**src/rtl/lut3_sweep_ctrl.sv**
```systemverilog
// Sweeps all 8 input vectors of a 3-input logic block, captures its truth table through a synchronizer.
// Optional compare against the expected rule is built when LUT3_SWEEP_COMPARE_EN is defined.
module lut3_sweep_ctrl #(
   parameter int SETTLE_W    = 8,
   parameter int SYNC_STAGES = 2
) (
   input  logic                clk,
   input  logic                rst_n,
   input  logic                start,
   input  logic                abort,
   input  logic [7:0]          rule,
   input  logic [SETTLE_W-1:0] settle,
   output logic [2:0]          dut_in,
   input  logic                dut_out,
   output logic                busy,
   output logic                done,
   output logic [7:0]          table_out,
   output logic                mismatch,
   output logic [7:0]          mismatch_mask
);

   localparam int CNT_W = SETTLE_W + 2;

   typedef enum logic [2:0] {
      S_IDLE   = 3'd0,
      S_APPLY  = 3'd1,
      S_WAIT   = 3'd2,
      S_SAMPLE = 3'd3,
      S_DONE   = 3'd4
   } state_t;

   state_t              state_q, state_d;
   logic [SYNC_STAGES-1:0] sync_q;
   logic [2:0]          idx_q, idx_d;
   logic [CNT_W-1:0]    cnt_q, cnt_d;
   logic [SETTLE_W-1:0] settle_q, settle_d;
   logic [7:0]          cap_q, cap_d;
   logic [7:0]          tab_q, tab_d;
   logic [7:0]          cap_new;
   logic                sync_out;

`ifdef LUT3_SWEEP_COMPARE_EN
   logic [7:0] rule_q, rule_d;
   logic [7:0] mask_q, mask_d;
   logic       mism_q, mism_d;
`endif

   assign sync_out = sync_q[SYNC_STAGES-1];

   always_ff @(posedge clk or negedge rst_n) begin
      if (!rst_n) begin
         state_q  <= S_IDLE;
         sync_q   <= '0;
         idx_q    <= '0;
         cnt_q    <= '0;
         settle_q <= '0;
         cap_q    <= '0;
         tab_q    <= '0;
`ifdef LUT3_SWEEP_COMPARE_EN
         rule_q   <= '0;
         mask_q   <= '0;
         mism_q   <= 1'b0;
`endif
      end else begin
         state_q  <= state_d;
         sync_q   <= {sync_q[SYNC_STAGES-2:0], dut_out};
         idx_q    <= idx_d;
         cnt_q    <= cnt_d;
         settle_q <= settle_d;
         cap_q    <= cap_d;
         tab_q    <= tab_d;
`ifdef LUT3_SWEEP_COMPARE_EN
         rule_q   <= rule_d;
         mask_q   <= mask_d;
         mism_q   <= mism_d;
`endif
      end
   end

   always_comb begin
      state_d  = state_q;
      idx_d    = idx_q;
      cnt_d    = cnt_q;
      settle_d = settle_q;
      cap_d    = cap_q;
      tab_d    = tab_q;
      cap_new  = cap_q;
      cap_new[3'd7 - idx_q] = sync_out;
`ifdef LUT3_SWEEP_COMPARE_EN
      rule_d   = rule_q;
      mask_d   = mask_q;
      mism_d   = mism_q;
`endif
      case (state_q)
         S_IDLE: begin
            if (start && !abort) begin
               state_d  = S_APPLY;
               settle_d = settle;
               cap_d    = '0;
               idx_d    = '0;
`ifdef LUT3_SWEEP_COMPARE_EN
               rule_d   = rule;
`endif
            end
         end
         S_APPLY: begin
            if (abort) begin
               state_d = S_IDLE;
               cap_d   = '0;
            end else begin
               cnt_d   = CNT_W'(settle_q) + CNT_W'(SYNC_STAGES);
               state_d = S_WAIT;
            end
         end
         S_WAIT: begin
            if (abort) begin
               state_d = S_IDLE;
               cap_d   = '0;
            end else if (cnt_q == '0) begin
               state_d = S_SAMPLE;
            end else begin
               cnt_d = cnt_q - CNT_W'(1);
            end
         end
         S_SAMPLE: begin
            // Result registers load here so they are already valid while done is high.
            if (abort) begin
               state_d = S_IDLE;
               cap_d   = '0;
            end else begin
               cap_d = cap_new;
               if (idx_q == 3'd7) begin
                  state_d = S_DONE;
                  tab_d   = cap_new;
`ifdef LUT3_SWEEP_COMPARE_EN
                  mask_d  = cap_new ^ rule_q;
                  mism_d  = |(cap_new ^ rule_q);
`endif
               end else begin
                  idx_d   = idx_q + 3'd1;
                  state_d = S_APPLY;
               end
            end
         end
         S_DONE:  state_d = S_IDLE;
         default: state_d = S_IDLE;
      endcase
   end

   assign dut_in    = (state_q == S_APPLY || state_q == S_WAIT || state_q == S_SAMPLE) ? idx_q : 3'b000;
   assign busy      = (state_q != S_IDLE);
   assign done      = (state_q == S_DONE);
   assign table_out = tab_q;

`ifdef LUT3_SWEEP_COMPARE_EN
   assign mismatch      = mism_q;
   assign mismatch_mask = mask_q;
`else
   logic unused_rule;
   assign unused_rule   = ^rule;
   assign mismatch      = 1'b0;
   assign mismatch_mask = 8'h00;
`endif

endmodule

```
**config.mk**
```make
export PLATFORM = sky130hd
export DESIGN_NAME = lut3_sweep_ctrl
export DESIGN_NICKNAME = d
export VERILOG_FILES = /design/src/rtl/lut3_sweep_ctrl.sv
export SDC_FILE = /design/constraint.sdc
export NUM_CORES = 1
export LEC_CHECK = 0
export CORE_ASPECT_RATIO = 1.2
export CORE_MARGIN = 2
export CORE_UTILIZATION = 35
export CTS_CLUSTER_DIAMETER = 30
export DETAILED_ROUTE_END_ITERATION = 16
export PLACE_DENSITY = 0.61
export SLEW_MARGIN = 20
export SYNTH_ARGS = -nofsm -noshare
export SYNTH_HDL_FRONTEND = slang
export SYNTH_SLANG_ARGS = --single-unit
```
**constraint.sdc**
```tcl
create_clock -name clk -period 2.3 [get_ports clk]
set_input_delay 0.345 -clock clk [delete_from_list [all_inputs] [get_ports clk]]
set_output_delay 0.345 -clock clk [all_outputs]
set_load 0.005 [all_outputs]
```
==> flow_metrics.env <==
export IMPL_via_per_inst=4.84
export IMPL_die_area_um2=7130
export IMPL_start_util_pct=35.8
export IMPL_ctsRootBufferMaster="clkbuf_8"
export IMPL_grt_pass1_vias=1606
export IMPL_num_vias=1664
export IMPL_placedCellCount=335
export IMPL_met3_wirelength_um=157
export IMPL_synth_top_flop_cell="dfrtp_1"
export IMPL_grt_max_degree=21
export IMPL_cp_depth=4
export IMPL_gp_congestion=0.754
export IMPL_first_iter_violations=68
export IMPL_cp_top_family="flip-flops"
export IMPL_yosys_warnings=0
export IMPL_yosys_cell_types_count=46
export IMPL_finalNonFillerCells=344
export IMPL_cp_buffers_inverters=1
export IMPL_arrival_ns=1.74
export IMPL_p_per_area_nw_per_um2=753
export IMPL_grt_overflow=0
export IMPL_peakVddDrop_v=0.000512
export IMPL_die_y_um=92.1
export IMPL_clock_path_buffers=2
export IMPL_rows=32
export IMPL_cpPeakStageDelay_ns=0.58
export IMPL_yosysSeqAreaShare_pct=45.4
export IMPL_antenna_found_initial=0
export IMPL_hp_class="flip-flop to flip-flop"
export IMPL_cts_htree_levels=2
export IMPL_path_cells="nor2_1 -> nor2_1 -> and2_1 -> clkdlybuf4s50_1"
export IMPL_status="finished clean"
export IMPL_fillers=658
export IMPL_startpoint_type="flip-flop"
export IMPL_dp_hpwl_um=3110
export IMPL_drive_gt1_share_pct=12.0
export IMPL_fmax_mhz=479
export IMPL_worstSetupStartpoint="state_q[0]"
export IMPL_ios=43
export IMPL_maxSlewViolCount=0
export IMPL_clk_pin_slew_ns=0.08
export IMPL_p_leak_uw=0.00115
export IMPL_cts_sink_count=41
export IMPL_synth_area_leader_cell="dfrtp_1"
export IMPL_cp_slowest_cell="dfrtp_1"
export IMPL_die_x_um=77.4
export IMPL_period_share_pct=90.7
export IMPL_grt_pass1_wl_um=7370
export IMPL_track_usage_pct=12.8
export IMPL_core_area_um2=6330
export IMPL_rsz0062_at_grt="no"
export IMPL_wl_um=4350
export IMPL_detail_route_antenna_nets=0
export IMPL_synthCells=236
export IMPL_holdCritStartpoint="sync_q[0]"
export IMPL_cp_end_kind="output port"
export IMPL_post_cts_repair_setup_buffers=0
export IMPL_area_growth_pct=15.9
export IMPL_wl_met2_um=2130
export IMPL_timing_critical_path_mode_cell="nor2_1"
export IMPL_total_power_uw=1970
export IMPL_synth_enable_flop_cells=0
export IMPL_insertion_delay_ns=0.29
export IMPL_max_cap_viol_count=0
export IMPL_min_path_cells=0
export IMPL_diodes=0
export IMPL_wl_met1_um=2040
export IMPL_final_util_pct=41.5
export IMPL_rr_worst_depth=7
export IMPL_wl_per_cell_um=12.7
export IMPL_cts_tree="yes"
export IMPL_rr_startpoint="cnt_q[0]"
export IMPL_slew_headroom_pct=66.5
export IMPL_hold_ws_ns=0.353
export IMPL_hold_viol_final=0
export IMPL_drc=0
export IMPL_crit_type="flip-flop to output port"
export IMPL_highest_layer="met4"
export IMPL_tightest_slew_ns=0.502
export IMPL_postSynthAreaPerCell_um2=9.59
export IMPL_syn_cell_area_um2=2260
export IMPL_nets=283
export IMPL_drt_first_pass_iters=4
export IMPL_synthTopCellsByCount="41 x dfrtp_1, 40 x nand2_1, 17 x o21ai_0"
export IMPL_synth_seq_cells=41
export IMPL_synthTopCellsByArea="dfrtp_1 45%, nand2_1 6.6%, mux2_2 4.0%"
export IMPL_fin_worst_skew_ns=0.00665
export IMPL_synth_top_cell_area_share_pct=45.4
export IMPL_fin_setup_tns_ns=0
export IMPL_finalSetupViolCount=0
export IMPL_cts_made_buffers=5
export IMPL_cp_max_fo=10
export IMPL_critPathRequiredTime_ns=1.96
export IMPL_io_buffers=25
export IMPL_min_period_ns=2.09
export IMPL_synth_most_common_cell="dfrtp_1"
export IMPL_ys_async_sr_fraction_pct=100
-- through the flow --
| step | cell area [um^2] | worst slack [ns] |
|---|---|---|
| detailed placement | 2530 | 0.151 |
| floorplan | 2290 | 0.584 |
| CTS | 2620 | 0.183 |
| global route | 2620 | 0.0740 |
| global placement | 2530 | 0.189 |
| finish | 2620 | 0.214 |
-- layer usage --
layer	global-route usage [%]	up-vias
li1	-	837
met1	15.7	802
met2	21.8	23
met3	3.44	2
met4	4.02	0
met5	0	-
-- cells in the final DEF (no fill, tap or decap), drive strengths merged, types with 6 or more instances in the layout --
master / count
buf: 6
mux2i: 7
mux2: 8
nand2: 40
dfrtp: 41
conb: 9
xnor2: 6
nand3: 10
nor3: 6
nor2: 15
clkdlybuf4s50: 24
o21ai: 25
-- cells by family (layout without fill, tap and decap cells) --
kind of cell	count (synthesis)	after routing	share of synthesized area (%)
AO/OA/AOI/OAI	48	48	13.6
multiplexers	15	15	7.08
buffers and inverters	27	42	7.36
AND/OR/NAND/NOR	93	93	21.5
adder cells (fa/ha/maj)	5	5	2.65
other	1	9	0.166
XOR/XNOR	6	6	2.32
flip-flops	41	41	45.4
-- final cells by class --
| type | instances | area, um^2 | area share, % |
|---|---|---|---|
| sequential | 41 | 1030 | 39.1 |
| clock buffer | 5 | 68.8 | 2.62 |
| clock inverter | 3 | 17.5 | 0.668 |
| tap | 85 | 106 | 4.06 |
| timing repair buffer | 31 | 293 | 11.2 |
| multi-input combinational | 176 | 1100 | 41.9 |
| inverter | 3 | 11.3 | 0.429 |
-- timing repair --
action                                 in CTS  in global routing
resized for setup                           0                  0
hold buffers                                1                  0
endpoints found under the hold margin      11                  0
-- worst register-to-register path, cell delays in order (launching register included) --
cell and delay (ns):
dfrtp_1 0.40, inv_1 0.10, ha_1 0.24, nor4b_4 0.27, nand3_1 0.16, o21a_2 0.35, a21boi_1 0.18, a2bb2oi_1 0.13
-- report_power, final --
group | switching [uW] | internal, uW | total, uW
sequential | 150 | 846 | 996
clock | 254 | 210 | 463
combinational | 246 | 269 | 515
-- state kept, by name, summed over array words and instances (netlist names) --
signal / cells
cnt_q: 10
settle_q: 8
table_out: 8
cap_q: 7
idx_q: 3
state_q: 3
sync_q: 2
-- final timing paths --
| path | end | slack [ns] |
|---|---|---|
| worst min-delay path | sync_q[1] | 0.35 |
| worst max-delay path | dut_in[1] | 0.21 |
| max in group asynchronous | idx_q[2] | 1.29 |
| worst max register to register | cnt_q[7] | 0.35 |
| worst min register to register | sync_q[1] | 0.35 |
| min in group asynchronous | settle_q[1] | 0.47 |
(Power assumes the default switching activity.)
==> patch 1: new RTL, same settings <==
Make the reset (`rst_n`) synchronous in one clocked block.
--- a/src/rtl/lut3_sweep_ctrl.sv
+++ b/src/rtl/lut3_sweep_ctrl.sv
@@ -49,3 +49,3 @@
 
-   always_ff @(posedge clk or negedge rst_n) begin
+   always_ff @(posedge clk) begin
       if (!rst_n) begin
Function: differs if rst_n is asserted again (counterexample within 4 cycles, from zero or initial values and one cycle with rst_n low); with rst_n held inactive, the same outputs for 10 cycles.
==> patch 1 against the unedited design <==
- critical path depth increased by 2
- cell count increased by 11%
- synthesized cell count increased by 17%
- routed wire length increased by 13%
- non-clock buffer count increased by 3
- final area decreased by 0.62%
- fmax decreased by 1.1%
- setup slack got worse by 0.022 ns
- area after synthesis decreased by 2.8%
- utilization increased by 1.6 points
- sequential cell count unchanged
Power is not compared: it rests on default switching activity, and its combinational part moved more than twofold at a synthesized area within 25%.
==> patch 1: results <==
metrics = {
    "run_status": {
        "status": "complete, no violations",
    },
    "synthesis": {
        "async_flop_share_pct": 0,
        "syn_inst": 277,
        "synth_ff_type": "dfxtp_1",
        "yosysTopAreaCell": "dfxtp_1",
        "synth_xor_area_share_pct": 2.787,
        "synth_commonest_cells": "dfxtp_1, a21oi_1, nor2_1",
        "yosys.area_share.adder_pct": 2.730,
        "synth_area_leaders": "dfxtp_1, a21oi_1, nor2_1, nand2_1, mux2i_1",
        "synth-compound-area-share_pct": 18.60,
        "synth_mux_area_share_pct": 3.641,
        "synth.distinct_cells": 49,
        "yosysSeqAreaShare_pct": 37.32,
        "yosys_warnings": 0,
    },
    "placement": {
        "place_area_um2": 2507,
        "routabilityCongestion": 0.8302,
        "portBuffers": 25,
        "post-dp-hpwl_um": 3424,
        "place_ws_ns": 0.07183,
        "placed_cells": 375,
    },
    "routing": {
        "met3_length_um": 182,
        "vias": 1933,
        "via_per_inst": 5.047,
        "wl_met2_um": 2426,
        "drt-initial-drc-count": 86,
        "wl_um": 4934,
        "wl_met1_um": 2288,
    },
    "layout": {
        "multi_input_area_um2": 1257,
        "layout-drive-gt1-share_pct": 8.306,
        "nNetsFinal": 325,
        "nFillCells": 652,
        "top_register": "cnt_q",
        "largest_reg_flops": 10,
    },
    "critical_path": {
        "critPathMaxStageDelay_ns": 0.54,
        "reg2reg_depth": 6,
        "cp_max_fo": 11,
        "path_delay_family": "simple AND/OR/NAND/NOR gates",
        "cpMaxStageDelayCell": "or4b_4",
        "rr_endpoint": "cnt_q[3]",
        "crit_arrival_ns": 2.30,
        "timing.rr.start": "cnt_q[0]",
        "r2r_setup_slack_ns": 0.19,
    },
    "power": {
        "combinationalPowerShare_pct": 12.4,
    },
    "global_route": {
        "grt_max_degree": 34,
        "grt_pass1_wl_um": 8211,
        "grt_usage_pct": 14.56,
        "first_global_vias": 1746,
    },
    "min_path": {
        "hold-path-endpoint": "settle_q[0]",
        "min_path_cells": 2,
        "min_from": "settle_q[0]",
    },
    "clock_network": {
        "clockBufferDepth": 2,
        "cts_root_buf": "clkbuf_8",
        "htreeDepth": 2,
    },
    "timing": {
        "worst_pin_slew_ns": 0.5153,
        "holdWs_ns": 0.4690,
        "fin_skew_ns": 0.007108,
    },
}
-- patch 1: what timing repair did --
action	CTS	global route
hold endpoints to repair	0	0
gates resized for setup	0	1
setup endpoints to repair	0	8
-- patch 1: layout make-up --
cell class | instances | area share [%]
multi-input cells | 215 | 48.25
flip-flops and latches | 41 | 31.49
repair buffers | 34 | 12.19
well taps | 82 | 3.937
clock buffers | 6 | 3.169
clock inverters | 2 | 0.5281
inverters | 3 | 0.4321
-- patch 1: worst max-delay path by stage --
stage               cells past startpoint  slack, ns  startpoint        to
finish                                  6       0.19    cnt_q[0]  cnt_q[3]
global route                            7       0.04    cnt_q[0]  cnt_q[2]
CTS                                     6       0.09    cnt_q[0]  cnt_q[3]
detailed placement                      6       0.07       abort  cnt_q[2]
global placement                        6       0.10       abort  cnt_q[2]
floorplan                               7       0.41    cnt_q[0]  cnt_q[3]
-- patch 1: routing by layer --
layer  global-route usage [%]  vias up
met5                        0        -
met4                    5.455        0
met3                    3.600        2
met2                    24.34       33
met1                    18.00      900
li1                         -      998
==> patch 2: new RTL, same settings <==
Made on the original files. `SYNC_STAGES`: 2 -> 4.
--- a/src/rtl/lut3_sweep_ctrl.sv
+++ b/src/rtl/lut3_sweep_ctrl.sv
@@ -4,3 +4,3 @@
    parameter int SETTLE_W    = 8,
-   parameter int SYNC_STAGES = 2
+   parameter int SYNC_STAGES = 4
 ) (
Function: changed (Yosys sat finds a counterexample within 10 cycles, from zero or initial values and one cycle with rst_n low).
==> patch 2 against the unedited design <==
- sequential cell count is 2 higher
- final area grew 8.9%
- setup slack worse by 0.10 ns
- clock power up 7.8%
- power up 6.6%
- critical path type unchanged
- area after synthesis is 7.2% higher
- routed wire length up 16%
- synthesized cell count is 2.1% higher
==> patch 2: results <==
metrics = {
    "routing": {
        "vias": 1916,
        "wl_um": 5038,
        "drt-initial-drc-count": 132,
        "first_pass_iters": 4,
    },
    "timing": {
        "holdWs_ns": 0.01656,
        "fin_skew_ns": 0.009552,
        "timing.fmax_mhz": 456.6,
        "slew_headroom_pct": 62.70,
    },
    "critical_path": {
        "startpoint": "state_q[1]",
        "r2r_setup_slack_ns": 0.28,
        "crit_arrival_ns": 1.85,
        "cp_max_fo": 7,
        "timing.rr.start": "cnt_q[0]",
    },
    "placement": {
        "routabilityCongestion": 0.8511,
        "portBuffers": 25,
        "placed_cells": 352,
        "place_ws_ns": 0.2306,
        "post-dp-hpwl_um": 3765,
    },
    "global_route": {
        "grt_pass1_wl_um": 8590,
        "first_global_vias": 1847,
        "antenna_found_initial": 0,
        "grt_max_degree": 23,
        "grt_usage_pct": 14.35,
    },
    "synthesis": {
        "synth.distinct_cells": 59,
        "synth_area_leaders": "dfrtp_1, o21ai_0, mux2_2, nand2_1, o2bb2ai_1",
        "yosys_warnings": 0,
        "async_flop_share_pct": 100.0,
        "yosysSeqAreaShare_pct": 44.38,
        "synth.avg_cell_area_um2": 10.06,
        "synth_commonest_cells": "dfrtp_1, o21ai_0, nand2_1",
    },
    "layout": {
        "top_register": "cnt_q",
        "nNetsFinal": 297,
        "multi_input_area_um2": 1205,
        "layout-drive-gt1-share_pct": 15.38,
        "largest_reg_flops": 10,
        "nFillCells": 669,
        "layoutNonFillerInstCount": 360,
        "antenna_cells": 0,
    },
    "clock_network": {
        "postCtsResizedCells": 0,
        "clockBufferDepth": 2,
        "cts_root_buf": "clkbuf_8",
        "insertion_delay_ns": 0.30,
        "post-cts-setup-buffer-count": 0,
        "cts_buffers": 5,
        "clkTransAtPathRegs_ns": 0.09,
        "htreeDepth": 2,
    },
    "run_status": {
        "status": "complete, no violations",
    },
    "min_path": {
        "hold_path_class": "in -> async",
    },
    "power": {
        "peakVddDrop_mv": 0.3675,
        "p_leak_uw": 0.001165,
    },
}
patch 2: cell types whose count changed after synthesis, moves of 7 or more:
cell,change
o21ai_0,+8
a21oi_1,+8
o21ai_1,-8
nand2_1,-21
o2bb2ai_1,+7
patch 2: where the power goes:
part	switching, uW	total, uW	internal [uW]
clock	282	499	217
sequential	164	1040	877
combinational	290	565	275
total	735	2100	1370
patch 2: area by class of cell:
cell class | count | share of cell area [%]
Clock buffer | 5 | 2.409
Clock inverter | 3 | 0.8322
Inverter | 7 | 0.9198
Multi-Input combinational cell | 178 | 42.18
Sequential cell | 43 | 37.67
Tap cell | 87 | 3.811
Timing Repair Buffer | 37 | 12.18
patch 2: per-layer routing:
layer	vias to the layer above	wire length (um)	track usage (%)
met5	-	0	0
met4	0	81	3.955
met3	11	188	3.409
met2	48	2572	25.56
met1	927	2196	17.22
li1	930	-	-
patch 2: cell families (layout without fill, tap and decap cells):
logic type	count (synthesis)	after routing	synth area share (%)
compound gates	68	68	18.73
xor+xnor	3	3	1.084
fa+ha+maj	5	5	2.477
buf+inv	28	52	7.172
flops	43	43	44.38
mux	16	16	7.172
other cells	1	9	0.1547
simple gates	77	77	18.83
patch 2: worst paths after layout:
kind | to | cells after the start
worst max-delay path | done | 3
worst min-delay path | cap_q[4] | 1
worst max register to register | cnt_q[4] | 6
worst min register to register | sync_q[2] | 0
max in group asynchronous | sync_q[0] | 2
min in group clk | sync_q[2] | 0
patch 2: critical path: stages (launching register included):
cell and delay (ns):
dfrtp_1 0.45, nor2_1 0.41, and2_1 0.19, clkdlybuf4s50_1 0.49
patch 2: per-stage QoR:
stage               total power (uW)  util (%)  area [um^2]
floorplan                       1452         -         2455
global placement                1610     40.82         2764
detailed placement              1621     40.82         2764
CTS                             2132     42.18         2856
global route                    2249     42.18         2856
finish                          2104     42.18         2856
